[config.mk]
export PLATFORM = sky130hd
export DESIGN_NAME = hazard_fwd_ctrl
export DESIGN_NICKNAME = d
export VERILOG_FILES = /design/src/rtl/hazard_fwd_ctrl.sv
export SDC_FILE = /design/constraint.sdc
export NUM_CORES = 1
export LEC_CHECK = 0
export CAP_MARGIN = 20
export CORE_MARGIN = 5
export CORE_UTILIZATION = 25
export CTS_CLUSTER_SIZE = 10
export DETAILED_ROUTE_END_ITERATION = 8
export MAX_ROUTING_LAYER = met4
export PLACE_DENSITY_LB_ADDON = 0.12
export REMOVE_ABC_BUFFERS = 1
export SYNTH_ARGS = -nofsm -noshare
export SYNTH_HDL_FRONTEND = slang
export SYNTH_SLANG_ARGS = --single-unit
[constraint.sdc]
create_clock -name clk -period 6.7 [get_ports clk]
set_input_delay 1.34 -clock clk [delete_from_list [all_inputs] [get_ports clk]]
set_output_delay 1.34 -clock clk [all_outputs]
set_load 0.05 [all_outputs]
[src/rtl/hazard_fwd_ctrl.sv]
// Hazard and forwarding controller for the 5-stage MIPS32 pipeline.
// Tracks EX/MEM destinations, drives the EX operand forward selects and the stall/flush controls.
module hazard_fwd_ctrl #(
    parameter int unsigned REG_AW        = 5,
    parameter int unsigned MULDIV_CYCLES = 4
) (
    input  logic              clk,
    input  logic              rst_n,
    input  logic              id_valid,
    input  logic [REG_AW-1:0] id_rs,
    input  logic [REG_AW-1:0] id_rt,
    input  logic              id_uses_rs,
    input  logic              id_uses_rt,
    input  logic              id_wr_en,
    input  logic [REG_AW-1:0] id_wr_reg,
    input  logic              id_is_load,
    input  logic              id_is_muldiv,
    input  logic              ex_branch_taken,
    output logic              stall_pc,
    output logic              stall_if_id,
    output logic              bubble_id_ex,
    output logic              flush_if_id,
    output logic              hold_ex,
    output logic              bubble_ex_mem,
    output logic [1:0]        fwd_a_sel,
    output logic [1:0]        fwd_b_sel
);

    localparam logic [3:0] CntInit = 4'(MULDIV_CYCLES - 1);

    localparam logic [1:0] SelReg    = 2'b00;
    localparam logic [1:0] SelExAlu  = 2'b01;
    localparam logic [1:0] SelMemAlu = 2'b10;
    localparam logic [1:0] SelMemLd  = 2'b11;

    logic              ex_valid_q, ex_valid_d;
    logic              ex_wr_en_q, ex_wr_en_d;
    logic [REG_AW-1:0] ex_wr_reg_q, ex_wr_reg_d;
    logic              ex_is_load_q, ex_is_load_d;
    logic              ex_is_muldiv_q, ex_is_muldiv_d;
    logic              mem_valid_q, mem_valid_d;
    logic              mem_wr_en_q, mem_wr_en_d;
    logic [REG_AW-1:0] mem_wr_reg_q, mem_wr_reg_d;
    logic              mem_is_load_q, mem_is_load_d;
    logic [3:0]        cnt_q, cnt_d;
    logic [1:0]        fwd_a_q, fwd_a_d;
    logic [1:0]        fwd_b_q, fwd_b_d;

    logic rs_ex, rt_ex, rs_mem, rt_mem;
    logic load_use, busy;
    logic [1:0] sel_a_nxt, sel_b_nxt;

    // Register $0 is hardwired, so it never matches a producer.
    assign rs_ex  = id_uses_rs && (id_rs != '0) && ex_valid_q && ex_wr_en_q &&
                    (ex_wr_reg_q == id_rs);
    assign rt_ex  = id_uses_rt && (id_rt != '0) && ex_valid_q && ex_wr_en_q &&
                    (ex_wr_reg_q == id_rt);
    assign rs_mem = id_uses_rs && (id_rs != '0) && mem_valid_q && mem_wr_en_q &&
                    (mem_wr_reg_q == id_rs);
    assign rt_mem = id_uses_rt && (id_rt != '0) && mem_valid_q && mem_wr_en_q &&
                    (mem_wr_reg_q == id_rt);

    assign load_use = id_valid && ex_valid_q && ex_is_load_q && (rs_ex || rt_ex);
    assign busy     = (cnt_q != 4'd0);

    // Youngest producer wins; an EX load never reaches here because load_use bubbles first.
    always_comb begin
        sel_a_nxt = SelReg;
        if (rs_ex && !ex_is_load_q) begin
            sel_a_nxt = SelExAlu;
        end else if (rs_mem) begin
            sel_a_nxt = mem_is_load_q ? SelMemLd : SelMemAlu;
        end
        sel_b_nxt = SelReg;
        if (rt_ex && !ex_is_load_q) begin
            sel_b_nxt = SelExAlu;
        end else if (rt_mem) begin
            sel_b_nxt = mem_is_load_q ? SelMemLd : SelMemAlu;
        end
    end

    always_comb begin
        stall_pc      = 1'b0;
        stall_if_id   = 1'b0;
        bubble_id_ex  = 1'b0;
        flush_if_id   = 1'b0;
        hold_ex       = 1'b0;
        bubble_ex_mem = 1'b0;
        if (busy) begin
            stall_pc      = 1'b1;
            stall_if_id   = 1'b1;
            hold_ex       = 1'b1;
            bubble_ex_mem = 1'b1;
        end else if (ex_branch_taken) begin
            flush_if_id  = 1'b1;
            bubble_id_ex = 1'b1;
        end else if (load_use) begin
            stall_pc     = 1'b1;
            stall_if_id  = 1'b1;
            bubble_id_ex = 1'b1;
        end
    end

    always_comb begin
        ex_valid_d     = ex_valid_q;
        ex_wr_en_d     = ex_wr_en_q;
        ex_wr_reg_d    = ex_wr_reg_q;
        ex_is_load_d   = ex_is_load_q;
        ex_is_muldiv_d = ex_is_muldiv_q;
        mem_valid_d    = ex_valid_q;
        mem_wr_en_d    = ex_wr_en_q;
        mem_wr_reg_d   = ex_wr_reg_q;
        mem_is_load_d  = ex_is_load_q;
        cnt_d          = cnt_q;
        fwd_a_d        = fwd_a_q;
        fwd_b_d        = fwd_b_q;
        if (busy) begin
            // EX is frozen on the mul/div; MEM receives a bubble each cycle.
            mem_valid_d   = 1'b0;
            mem_wr_en_d   = 1'b0;
            mem_wr_reg_d  = '0;
            mem_is_load_d = 1'b0;
            cnt_d         = cnt_q - 4'd1;
        end else if (ex_branch_taken || load_use) begin
            ex_valid_d     = 1'b0;
            ex_wr_en_d     = 1'b0;
            ex_wr_reg_d    = '0;
            ex_is_load_d   = 1'b0;
            ex_is_muldiv_d = 1'b0;
            fwd_a_d        = SelReg;
            fwd_b_d        = SelReg;
        end else begin
            ex_valid_d     = id_valid;
            ex_wr_en_d     = id_wr_en;
            ex_wr_reg_d    = id_wr_reg;
            ex_is_load_d   = id_is_load;
            ex_is_muldiv_d = id_is_muldiv;
            fwd_a_d        = sel_a_nxt;
            fwd_b_d        = sel_b_nxt;
            if (id_valid && id_is_muldiv) begin
                cnt_d = CntInit;
            end
        end
    end

    always_ff @(posedge clk or negedge rst_n) begin
        if (!rst_n) begin
            ex_valid_q     <= 1'b0;
            ex_wr_en_q     <= 1'b0;
            ex_wr_reg_q    <= '0;
            ex_is_load_q   <= 1'b0;
            ex_is_muldiv_q <= 1'b0;
            mem_valid_q    <= 1'b0;
            mem_wr_en_q    <= 1'b0;
            mem_wr_reg_q   <= '0;
            mem_is_load_q  <= 1'b0;
            cnt_q          <= 4'd0;
            fwd_a_q        <= SelReg;
            fwd_b_q        <= SelReg;
        end else begin
            ex_valid_q     <= ex_valid_d;
            ex_wr_en_q     <= ex_wr_en_d;
            ex_wr_reg_q    <= ex_wr_reg_d;
            ex_is_load_q   <= ex_is_load_d;
            ex_is_muldiv_q <= ex_is_muldiv_d;
            mem_valid_q    <= mem_valid_d;
            mem_wr_en_q    <= mem_wr_en_d;
            mem_wr_reg_q   <= mem_wr_reg_d;
            mem_is_load_q  <= mem_is_load_d;
            cnt_q          <= cnt_d;
            fwd_a_q        <= fwd_a_d;
            fwd_b_q        <= fwd_b_d;
        end
    end

    assign fwd_a_sel = fwd_a_q;
    assign fwd_b_sel = fwd_b_q;

endmodule

### Yosys cells after proc, flatten, opt, wreduce, memory -nomap -nowiden

Cells that the tools add are included.
Widths: inputs -> output; s select.

| word-level totals | value |
|---|---|
| register bits | 24 |
| logic and storage cells | 71 |

| operators by class | value |
|---|---|
| muxes and demuxes | 26 |
| equal/unequal tests | 5 |
| $add $sub $neg | 1 |
| reduce and logical (&&, ||, !) cells | 28 |

Operator list:

| kind | count |
|---|---|
| $eq 5x5->1 | 4 |
| $logic_and 1x1->1 | 20 |
| $mux 1 | 15 |
| $mux 2 | 6 |
| $mux 4 | 3 |
| $mux 5 | 2 |
| $reduce_bool 5->1 | 2 |
| $reduce_bool 4->1 | 1 |
| $sub 4x1->4 const B | 1 |
| $logic_or 1x1->1 | 2 |
| $ne 2x2->1 const B | 1 |
| $reduce_and 2->1 | 1 |
| $reduce_bool 2->1 | 1 |
| $logic_not 1->1 | 1 |

### Depth between registers and ports, before layout

Gate-level depths: netlist of run 1.

| logic depth | value |
|---|---|
| word-level depth | 10 |
| gate-level depth with buffers | 7 |

### Worst setup path before layout of run 1

OpenSTA, ideal clock, no wires.

| timing path | value |
|---|---|
| path type | input port to output port |
| start | in id_rs[4] |
| end | out stall_pc |
| stages | 6 |
| slack | 1767 ps |
| buffers on the path | 1 |
| arrival time | 3593 ps |
| required time | 5360 ps |
| cells stage by stage | xnor2_1 -> nand4_1 -> nor3_2 -> o211ai_4 -> o31ai_1 -> buf_4 |

| on the way | value |
|---|---|
| cells in the longest elaborated chain, start to end | 10 |
| elaborated cells between the ends (all ways) | 11 |

Ends and longest elaborated chain:

| item | line | text |
|---|---|---|
| start: declaration | 10 | `input logic [REG_AW-1:0] id_rs,` |
| $reduce_bool 5->1 | 54 | `assign rs_ex = id_uses_rs && (id_rs != '0) && ex_valid_q && ex_wr_en_q &&` |
| $logic_and 1x1->1 (3 in a row) | 54 |  |
| $logic_and 1x1->1 (*) | 54 |  |
| $logic_or 1x1->1 (*) | 63 | `assign load_use = id_valid && ex_valid_q && ex_is_load_q && (rs_ex \|\| rt_ex);` |
| $logic_and 1x1->1 (*) | 63 |  |
| $mux 1 (*) (3 in a row) | -- |  |
| end: declaration | 19 | `output logic stall_pc,` |

Mark *: on every way between the ends. The rest lies on a longest branch, timed or not.

### Final worst setup path of run 1

| timing path | value |
|---|---|
| start | in id_rs[4] |
| end | out bubble_id_ex |

| on the way | value |
|---|---|
| cells in the longest elaborated chain, start to end | 10 |
| elaborated cells between the ends (all ways) | 11 |

Ends and longest elaborated chain:

| item | line | text |
|---|---|---|
| $reduce_bool 5->1 | 54 |  |
| $logic_and 1x1->1 (3 in a row) | 54 |  |
| $logic_and 1x1->1 (*) | 54 |  |
| $logic_or 1x1->1 (*) | 63 |  |
| $logic_and 1x1->1 (*) | 63 |  |
| $mux 1 (*) | 97 | `end else if (load_use) begin` |
| $mux 1 (*) | 94 | `end else if (ex_branch_taken) begin` |
| $mux 1 (*) | 89 | `if (busy) begin` |
| end: declaration | 21 | `output logic bubble_id_ex,` |

Marks and branches as above.

==> flow_summary.toml, run 1 <==
[outcome]
status = "finished, final reports clean"

[yosys]
yosysTopAreaCell = "dfrtp_1"
synth_top_area_share_pct = 45.7
syn_inst = 135
syn_area_mm2 = 0.00131
ys_ff_latch = 24
yosysWarnings = 0
avgSynthCellArea_um2 = 9.73
yosysUniqueCellTypes = 31
synthTopCellsByArea = "dfrtp_1 46%, xnor2_1 12%, nand2_1 6.3%, and2_1 4.3%, o21ai_2 2.0%"
yosysSeqAreaShare_pct = 45.7

[drt]
drt_pass1_iterations = 2
wl_um = 3190
routedWlPerCell_um = 13.4
via_per_inst = 4.34
drc = 0
drtIter0Drc = 14
vias = 1034
antenna_left = 0

[timing]
finalMaxSlewViolations = 0
clock_skew_ns = 0.00515
period_minus_slack_ns = 5.38
setup_tns_ns = 0
rsz0062_at_grt = "false"
fmax_ghz = 0.186
worst_slew_pin_slew_ns = 0.526
final_hold_viol_count = 0
period_share_pct = 80.3
slew_headroom_pct = 64.9
setup_violations = 0

[clock_network]
cts_setup_buffers = 0
clock-root-buffer = "clkbuf_8"
cts_buffers = 3
clock_path_buffers = 2
cts_htree_levels = 1
path_clk_slew_ns = 0.09
holdBufCountCts = 0
tritoncts = "built"
clk_latency_ns = 0.27
cts_sinks = 24
cts_resized = 0

[cells_and_area]
diodes = 0
fin_util_pct = 35.0
finalNonFillerCells = 238
drive_gt1_share_pct = 8.93
area_delta_synth_final_pct = 36.2
fin_nets = 194

[critical_path]
critPathArrivalTime_ns = 4.04
slowest_delay_ns = 0.80
critPathCaptureType = "primary output"
critPathKind = "input port to primary output"
crit_slowest_cell = "clkdlybuf4s50_1"
path_max_fanout = 11
path_cells = "clkdlybuf4s50_1 > xnor2_1 > nand4_1 > nor3_2 > o211ai_4 > o21ai_2 > and2_1 > clkdlybuf4s50_1"
cp-start-kind = "input port"
cp_data_required_time_ns = 5.36
crit_top_cell = "clkdlybuf4s50_1"
path_buf_inv = 2
cpLargestDelayFamily = "buffers and inverters"

[pwr]
p_total_w = 0.000593
power_density_mw_per_mm2 = 332
ir_drop_v = 0.000179
power_leakage_nw = 0.694

[worst_hold_path]
hold_path_class = "flip-flop to flip-flop"

[global_routing]
track_usage_pct = 10.7
grt-ovfl-total = 0
grt_start_max_net_pins = 24
grt_pass1_vias = 1107
grt_pass1_wl_um = 5370
antenna_found_initial = 0

[floorplanning]
fp.dieW_um = 82.5
die_area_mm2 = 0.00680
ios = 34
fp.dieH_um = 82.5
start_util_pct = 25.7
rows = 26
core_mm2 = 0.00511

[placement]
dp_hpwl_um = 2580
gp_congestion = 0.777
place_inst = 234
portBuffers = 33

[run]
maxCapViolations = 0
per-stage QoR:
stage          hold WS (ns)  worst slack, ns  area [um2]
2_1_floorplan         0.486             1.15        1280
3_3_place_gp          0.509             1.32        1710
3_5_place_dp          0.483             1.27        1730
4_1_cts               0.504             1.27        1790
5_1_grt               0.544             1.16        1790
6_report              0.495             1.32        1790
cells in the final DEF (no fill, tap or decap), drive strengths merged, types with 2 or more instances in the layout:
master | netlist | routed
nor3 | 3 | 3
nor2 | 4 | 4
o31ai | 4 | 4
a21oi | 4 | 4
dfrtp | 24 | 24
and2 | 9 | 9
nand4 | 4 | 4
inv | 6 | 6
nand3 | 5 | 5
nand2 | 22 | 22
or4 | 2 | 2
xnor2 | 18 | 18
clkbuf | 3 | 4
buf | 3 | 2
xor2 | 2 | 2
o21ai | 11 | 11
nor4 | 3 | 3
clkdlybuf4s50 | 0 | 33
registers in the layout (all words and copies together), names as in the netlist:
register / flops
cnt_q: 4
ex_is_load_q: 1
ex_valid_q: 1
ex_wr_en_q: 1
ex_wr_reg_q: 5
fwd_a_sel: 2
fwd_b_sel: 2
mem_is_load_q: 1
mem_valid_q: 1
mem_wr_en_q: 1
mem_wr_reg_q: 5
cells in the mapped netlist:
master,number
a21o_1,1
a21oi_1,4
a31oi_1,1
and2_1,9
buf_4,2
buf_6,1
clkbuf_1,3
dfrtp_1,24
ha_1,1
inv_1,6
mux2i_1,1
nand2_1,22
nand3_1,5
nand4_1,4
nor2_1,4
nor2b_1,1
nor3_1,1
nor3_2,2
nor3b_1,1
nor4_1,3
o2111ai_1,1
o211ai_4,1
o21ai_0,4
o21ai_1,4
o21ai_2,3
o31ai_1,2
o31ai_2,1
o31ai_4,1
or4_1,2
xnor2_1,18
xor2_1,2
final timing paths:
check,slack [ns],from,cells past startpoint,end
worst max-delay path,1.32,id_rs[4],8,bubble_id_ex
worst min-delay path,0.50,fwd_b_sel[1],2,fwd_b_sel[1]
worst max register to register,4.64,cnt_q[0],7,cnt_q[1]
worst min register to register,0.50,fwd_b_sel[1],2,fwd_b_sel[1]
max in group asynchronous,4.87,rst_n,2,ex_wr_reg_q[4]
min in group asynchronous,1.39,rst_n,1,mem_wr_reg_q[4]
worst min-delay path: cells and delay by family, from the launching register on:
kind | cells | cell delay, ns
AO/OA/AOI/OAI | 1 | 0.06
flip-flops | 1 | 0.36
AND/OR/NAND/NOR | 1 | 0.05
cell type report:
cell class	count	area [um2]
repair buffers	35	365
multi-input cells	99	658
fillers	558	3320
clock buffers	4	55.1
inverters	6	22.5
flip-flops and latches	24	601
well taps	70	87.6
per-layer routing:
metal,GRT usage (%),share of wire (%),up-vias
met5,-,0,-
met4,1.96,0.66,0
li1,-,-,524
met3,3.25,4.6,2
met2,18.0,51,16
met1,12.9,43,492
where the power goes:
| group | internal, W | switching (W) | total (W) |
|---|---|---|---|
| Clock | 0.0000525 | 0.0000470 | 0.0000994 |
| Combinational | 0.000106 | 0.000152 | 0.000259 |
| Sequential | 0.000188 | 0.0000469 | 0.000235 |
logic make-up after synthesis:
kind of cell | Yosys count | share of synthesized area, %
AOI/OAI and AO/OA | 23 | 13.6
xor gates and xnor gates | 20 | 13.3
adders and majority gates | 1 | 0.952
buffers and inverters | 12 | 4.57
DFF | 24 | 45.7
muxes | 1 | 0.762
and+or+nand+nor | 54 | 21.0
No activity file was read; power rests on OpenSTA's default activity.
==> inputs of run 2 (changes only) <==
==> constraint.sdc (replaced) <==
create_clock -name clk -period 5.1 [get_ports clk]
set_input_delay 1.02 -clock clk [delete_from_list [all_inputs] [get_ports clk]]
set_output_delay 1.02 -clock clk [all_outputs]
set_load 0.05 [all_outputs]
==> run 2 against run 1 <==
  * Final cell count up 0.42%
  * Non-clock buffer count grew 1
  * First-iteration DRC count rose to 2.9 times the previous value
  * Clock-buffer cell count down 1
  * Sequential share of layout area fell by 0.44 points
  * Die area stayed put
  * Critical endpoint unchanged
  * Final area increased by 1.3%
  * Total power grew 37%
  * Combinational power increased by 31%
==> flow_summary.toml, run 2 (same netlist as run 1, synthesis figures left out) <==
[floorplanning]
ios = 34
fp.dieH_um = 82.5
rows = 26
start_util_pct = 25.7
fp.dieW_um = 82.5
core_mm2 = 0.00511
die_area_mm2 = 0.00680

[critical_path]
reg2reg_to = "cnt_q[1]"
cp_data_required_time_ns = 4.08
reg2regPathDepth = 7
critPathKind = "input port to primary output"
critPathArrivalTime_ns = 3.53
ff2ff_setup_slack_ns = 3.06
cp-start-kind = "input port"
critPathCaptureType = "primary output"
r2r-start = "cnt_q[0]"
path_max_fanout = 5

[run]
maxCapViolations = 0

[timing]
rsz0062_at_grt = "false"
period_share_pct = 89.2
setup_tns_ns = 0
finalMaxSlewViolations = 0
fmax_ghz = 0.220
setup_violations = 0
final_hold_viol_count = 0
slew_headroom_pct = 65.5
period_minus_slack_ns = 4.55
worst_slew_pin_slew_ns = 0.517
clock_skew_ns = 0.00706

[clock_network]
cts_htree_levels = 1
clock_path_buffers = 2
holdBufCountCts = 0
path_clk_slew_ns = 0.09
cts_buffers = 3
tritoncts = "built"
cts_setup_buffers = 0
clock-root-buffer = "clkbuf_8"
cts_resized = 0
clk_latency_ns = 0.27
cts_sinks = 24

[drt]
antenna_left = 0
via_per_inst = 4.29
drc = 0
wl_um = 3260
vias = 1026
drtIter0Drc = 41
drt_pass1_iterations = 4
routedWlPerCell_um = 13.6

[cells_and_area]
diodes = 0
area_delta_synth_final_pct = 38.0
drive_gt1_share_pct = 9.47
finalNonFillerCells = 239
fin_nets = 195
mostFrequentLayoutCell = "clkdlybuf4s50_1"
fin_util_pct = 35.5
fillers = 528
reg_top3 = "ex_wr_reg_q (5), mem_wr_reg_q (5), cnt_q (4)"
final_cell_mix = "33 x clkdlybuf4s50_1, 24 x dfrtp_1, 22 x nand2_1"

[placement]
gp_congestion = 0.781
place_inst = 235
dp_hpwl_um = 2590
portBuffers = 33

[worst_hold_path]
holdPathStages = 2
hold_path_class = "flip-flop to flip-flop"
min_to = "fwd_b_sel[0]"
min_from = "fwd_b_sel[0]"

[outcome]
status = "finished, final reports clean"

[global_routing]
grt_start_max_net_pins = 24
grt-ovfl-total = 0
antenna_found_initial = 0
track_usage_pct = 10.7
grt_pass1_vias = 1102
grt_pass1_wl_um = 5350

[pwr]
power_leakage_nw = 0.706
ir_drop_v = 0.000188
power_density_mw_per_mm2 = 450
## run 2: changes by cell type in the layout (fill, tap and decap cells not counted), sizes merged
| cell | previous run | this run |
|---|---|---|
| buf | 2 | 3 |
| bufinv | 0 | 1 |
| clkbuf | 4 | 3 |
## run 2: worst max-delay path, cell delays in order
cell and delay, ns:
clkdlybuf4s50_1 0.49, or4_1 0.55, o21ai_2 0.19, nor3_2 0.09
o211ai_4 0.24, o21ai_2 0.09, and2_1 0.17, clkdlybuf4s50_1 0.69
## run 2: worst max path at each step
stage,from,end
3_3_place_gp,id_rs[1],bubble_id_ex
6_report,id_rt[2],bubble_id_ex
5_1_grt,id_rt[2],stall_pc
3_5_place_dp,id_rs[1],bubble_id_ex
2_1_floorplan,id_rs[4],stall_if_id
4_1_cts,id_rs[1],bubble_id_ex
## run 2: metal layers
metal	vias up	GRT usage, %	part of all wire (%)
li1	526	-	-
met1	486	13.1	45
met2	12	18.3	51
met3	2	1.84	3.3
met4	0	2.94	0.64
met5	-	-	0
## run 2: final cells by class
type	instances	area [um2]	share of cell area, %
sequential	24	601	33.1
multi-input combinational	99	658	36.3
timing repair buffer	36	373	20.6
inverter	6	22.5	1.24
tap	70	87.6	4.83
clock inverter	1	30.0	1.66
clock buffer	3	41.3	2.28
## run 2: power breakdown
| part | internal [W] | switching (W) |
|---|---|---|
| clock network | 0.000105 | 0.0000638 |
| registers | 0.000247 | 0.0000602 |
| logic | 0.000140 | 0.000199 |
| total | 0.000492 | 0.000323 |
## run 2: per-stage QoR
stage	total power (W)	hold slack (ns)	instance area [um2]	setup slack (ns)
global route	0.000877	0.537	1810	0.431
detailed placement	0.000658	0.477	1740	0.529
finish	0.000815	0.491	1810	0.553
CTS	0.000829	0.500	1810	0.525
global placement	0.000651	0.472	1710	0.560
floorplan	0.000530	0.486	1280	0.187
==> inputs of run 3 (changes only) <==
==> constraint.sdc (replaced) <==
create_clock -name clk -period 5.4 [get_ports clk]
set_input_delay 1.08 -clock clk [delete_from_list [all_inputs] [get_ports clk]]
set_output_delay 1.08 -clock clk [all_outputs]
set_load 0.05 [all_outputs]
==> run 3 against run 2 <==
  * Clock-buffer cell count did not move
  * Routed wire length fell by 1.9%
  * Final cell count fell by 0.42%
  * Non-clock buffer count did not move
  * Critical path depth did not move
  * Total power fell by 12%
  * Clock power fell by 37%
  * Sequential power fell by 6%
  * Via count fell by 0.49%
  * Clock skew rose by 0.0036 ns
  * Largest power group unchanged
==> flow_summary.toml, run 3 (same netlist as run 1, synthesis figures left out) <==
[outcome]
status = "finished, final reports clean"

[timing]
period_share_pct = 86.0
period_minus_slack_ns = 4.65
rsz0062_at_grt = "false"
finalMaxSlewViolations = 0
setup_tns_ns = 0
worst_slew_pin_slew_ns = 0.505
slew_headroom_pct = 66.3
final_hold_viol_count = 0
clock_skew_ns = 0.0107
setup_violations = 0
timing.hold.ws_ns = 0.486
fmax_ghz = 0.215

[critical_path]
cp-start-kind = "input port"
path_max_fanout = 5
cp_data_required_time_ns = 4.32
critPathArrivalTime_ns = 3.57
critPathCaptureType = "primary output"
critPathKind = "input port to primary output"

[floorplanning]
die_area_mm2 = 0.00680
start_util_pct = 25.7
fp.dieW_um = 82.5
ios = 34
rows = 26
fp.dieH_um = 82.5
core_mm2 = 0.00511

[cells_and_area]
reg_top3 = "ex_wr_reg_q (5), mem_wr_reg_q (5), cnt_q (4)"
final_cell_mix = "33 x clkdlybuf4s50_1, 24 x dfrtp_1, 22 x nand2_1"
diodes = 0
fin_util_pct = 34.9
drive_gt1_share_pct = 8.93
finalNonFillerCells = 238
mostFrequentLayoutCell = "clkdlybuf4s50_1"
fillers = 544
area_delta_synth_final_pct = 35.7
fin_nets = 195

[placement]
gp_congestion = 0.770
place_inst = 235
dp_hpwl_um = 2560
portBuffers = 33

[drt]
drc = 0
routedWlPerCell_um = 13.4
via_per_inst = 4.29
antenna_left = 0
drtIter0Drc = 42
vias = 1021
drt_pass1_iterations = 4
wl_um = 3200

[global_routing]
track_usage_pct = 10.5
grt-ovfl-total = 0
grt_pass1_wl_um = 5180
antenna_found_initial = 0
grt_pass1_vias = 1102
grt_start_max_net_pins = 24

[clock_network]
clk_latency_ns = 0.27
cts_sinks = 24
cts_setup_buffers = 0
cts_htree_levels = 1
cts_resized = 0
clock-root-buffer = "clkbuf_8"
clock_path_buffers = 2
tritoncts = "built"
path_clk_slew_ns = 0.09
cts_buffers = 3
holdBufCountCts = 0

[run]
maxCapViolations = 0

[pwr]
power_leakage_nw = 0.692
ir_drop_v = 0.000155
power_density_mw_per_mm2 = 404

[worst_hold_path]
hold_path_class = "flip-flop to flip-flop"
-- run 3: area by class of cell --
type	count	area (um2)	share of cell area, %
clock buffer	3	41.3	2.32
inverter	6	22.5	1.26
multi-input combinational	99	658	36.9
sequential	24	601	33.7
tap	70	87.6	4.91
timing repair buffer	36	373	20.9
-- run 3: worst paths after layout --
kind / depth (start not counted) / start / slack, ns / to
min reg2reg: 2 / fwd_b_sel[1] / 0.49 / fwd_b_sel[1]
min in group asynchronous: 1 / rst_n / 1.09 / fwd_b_sel[1]
min: 2 / fwd_b_sel[1] / 0.49 / fwd_b_sel[1]
max: 8 / id_rt[2] / 0.75 / bubble_id_ex
max in group asynchronous: 2 / rst_n / 3.88 / ex_wr_reg_q[1]
max reg2reg: 7 / cnt_q[0] / 3.31 / cnt_q[1]
-- run 3: stage by stage --
stage	setup slack, ns	power [W]	instance area, um2
2_1_floorplan	0.367	0.000501	1280
3_3_place_gp	0.731	0.000613	1710
3_5_place_dp	0.731	0.000624	1740
4_1_cts	0.714	0.000731	1780
5_1_grt	0.629	0.000772	1780
6_report	0.754	0.000721	1780
-- run 3: power by group --
| part | switching [W] | leakage, nW | internal (W) |
|---|---|---|---|
| logic | 0.000191 | 0.352 | 0.000133 |
| clock network | 0.0000571 | 0.0216 | 0.0000499 |
| registers | 0.0000568 | 0.318 | 0.000234 |
| total | 0.000305 | 0.692 | 0.000416 |
-- run 3: worst max-delay path: stages --
cell and delay, ns:
clkdlybuf4s50_1 0.48, or4_1 0.55, o21ai_2 0.19, nor3_2 0.09, o211ai_4 0.23, o21ai_2 0.10
and2_1 0.16, clkdlybuf4s50_1 0.69
-- run 3: metal layers --
layer	global-route usage [%]	vias up	part of all wire (%)
met5	-	-	0
met4	2.94	0	0.88
met3	3.04	2	4.8
met2	17.9	15	50
met1	12.1	481	44
li1	-	523	-
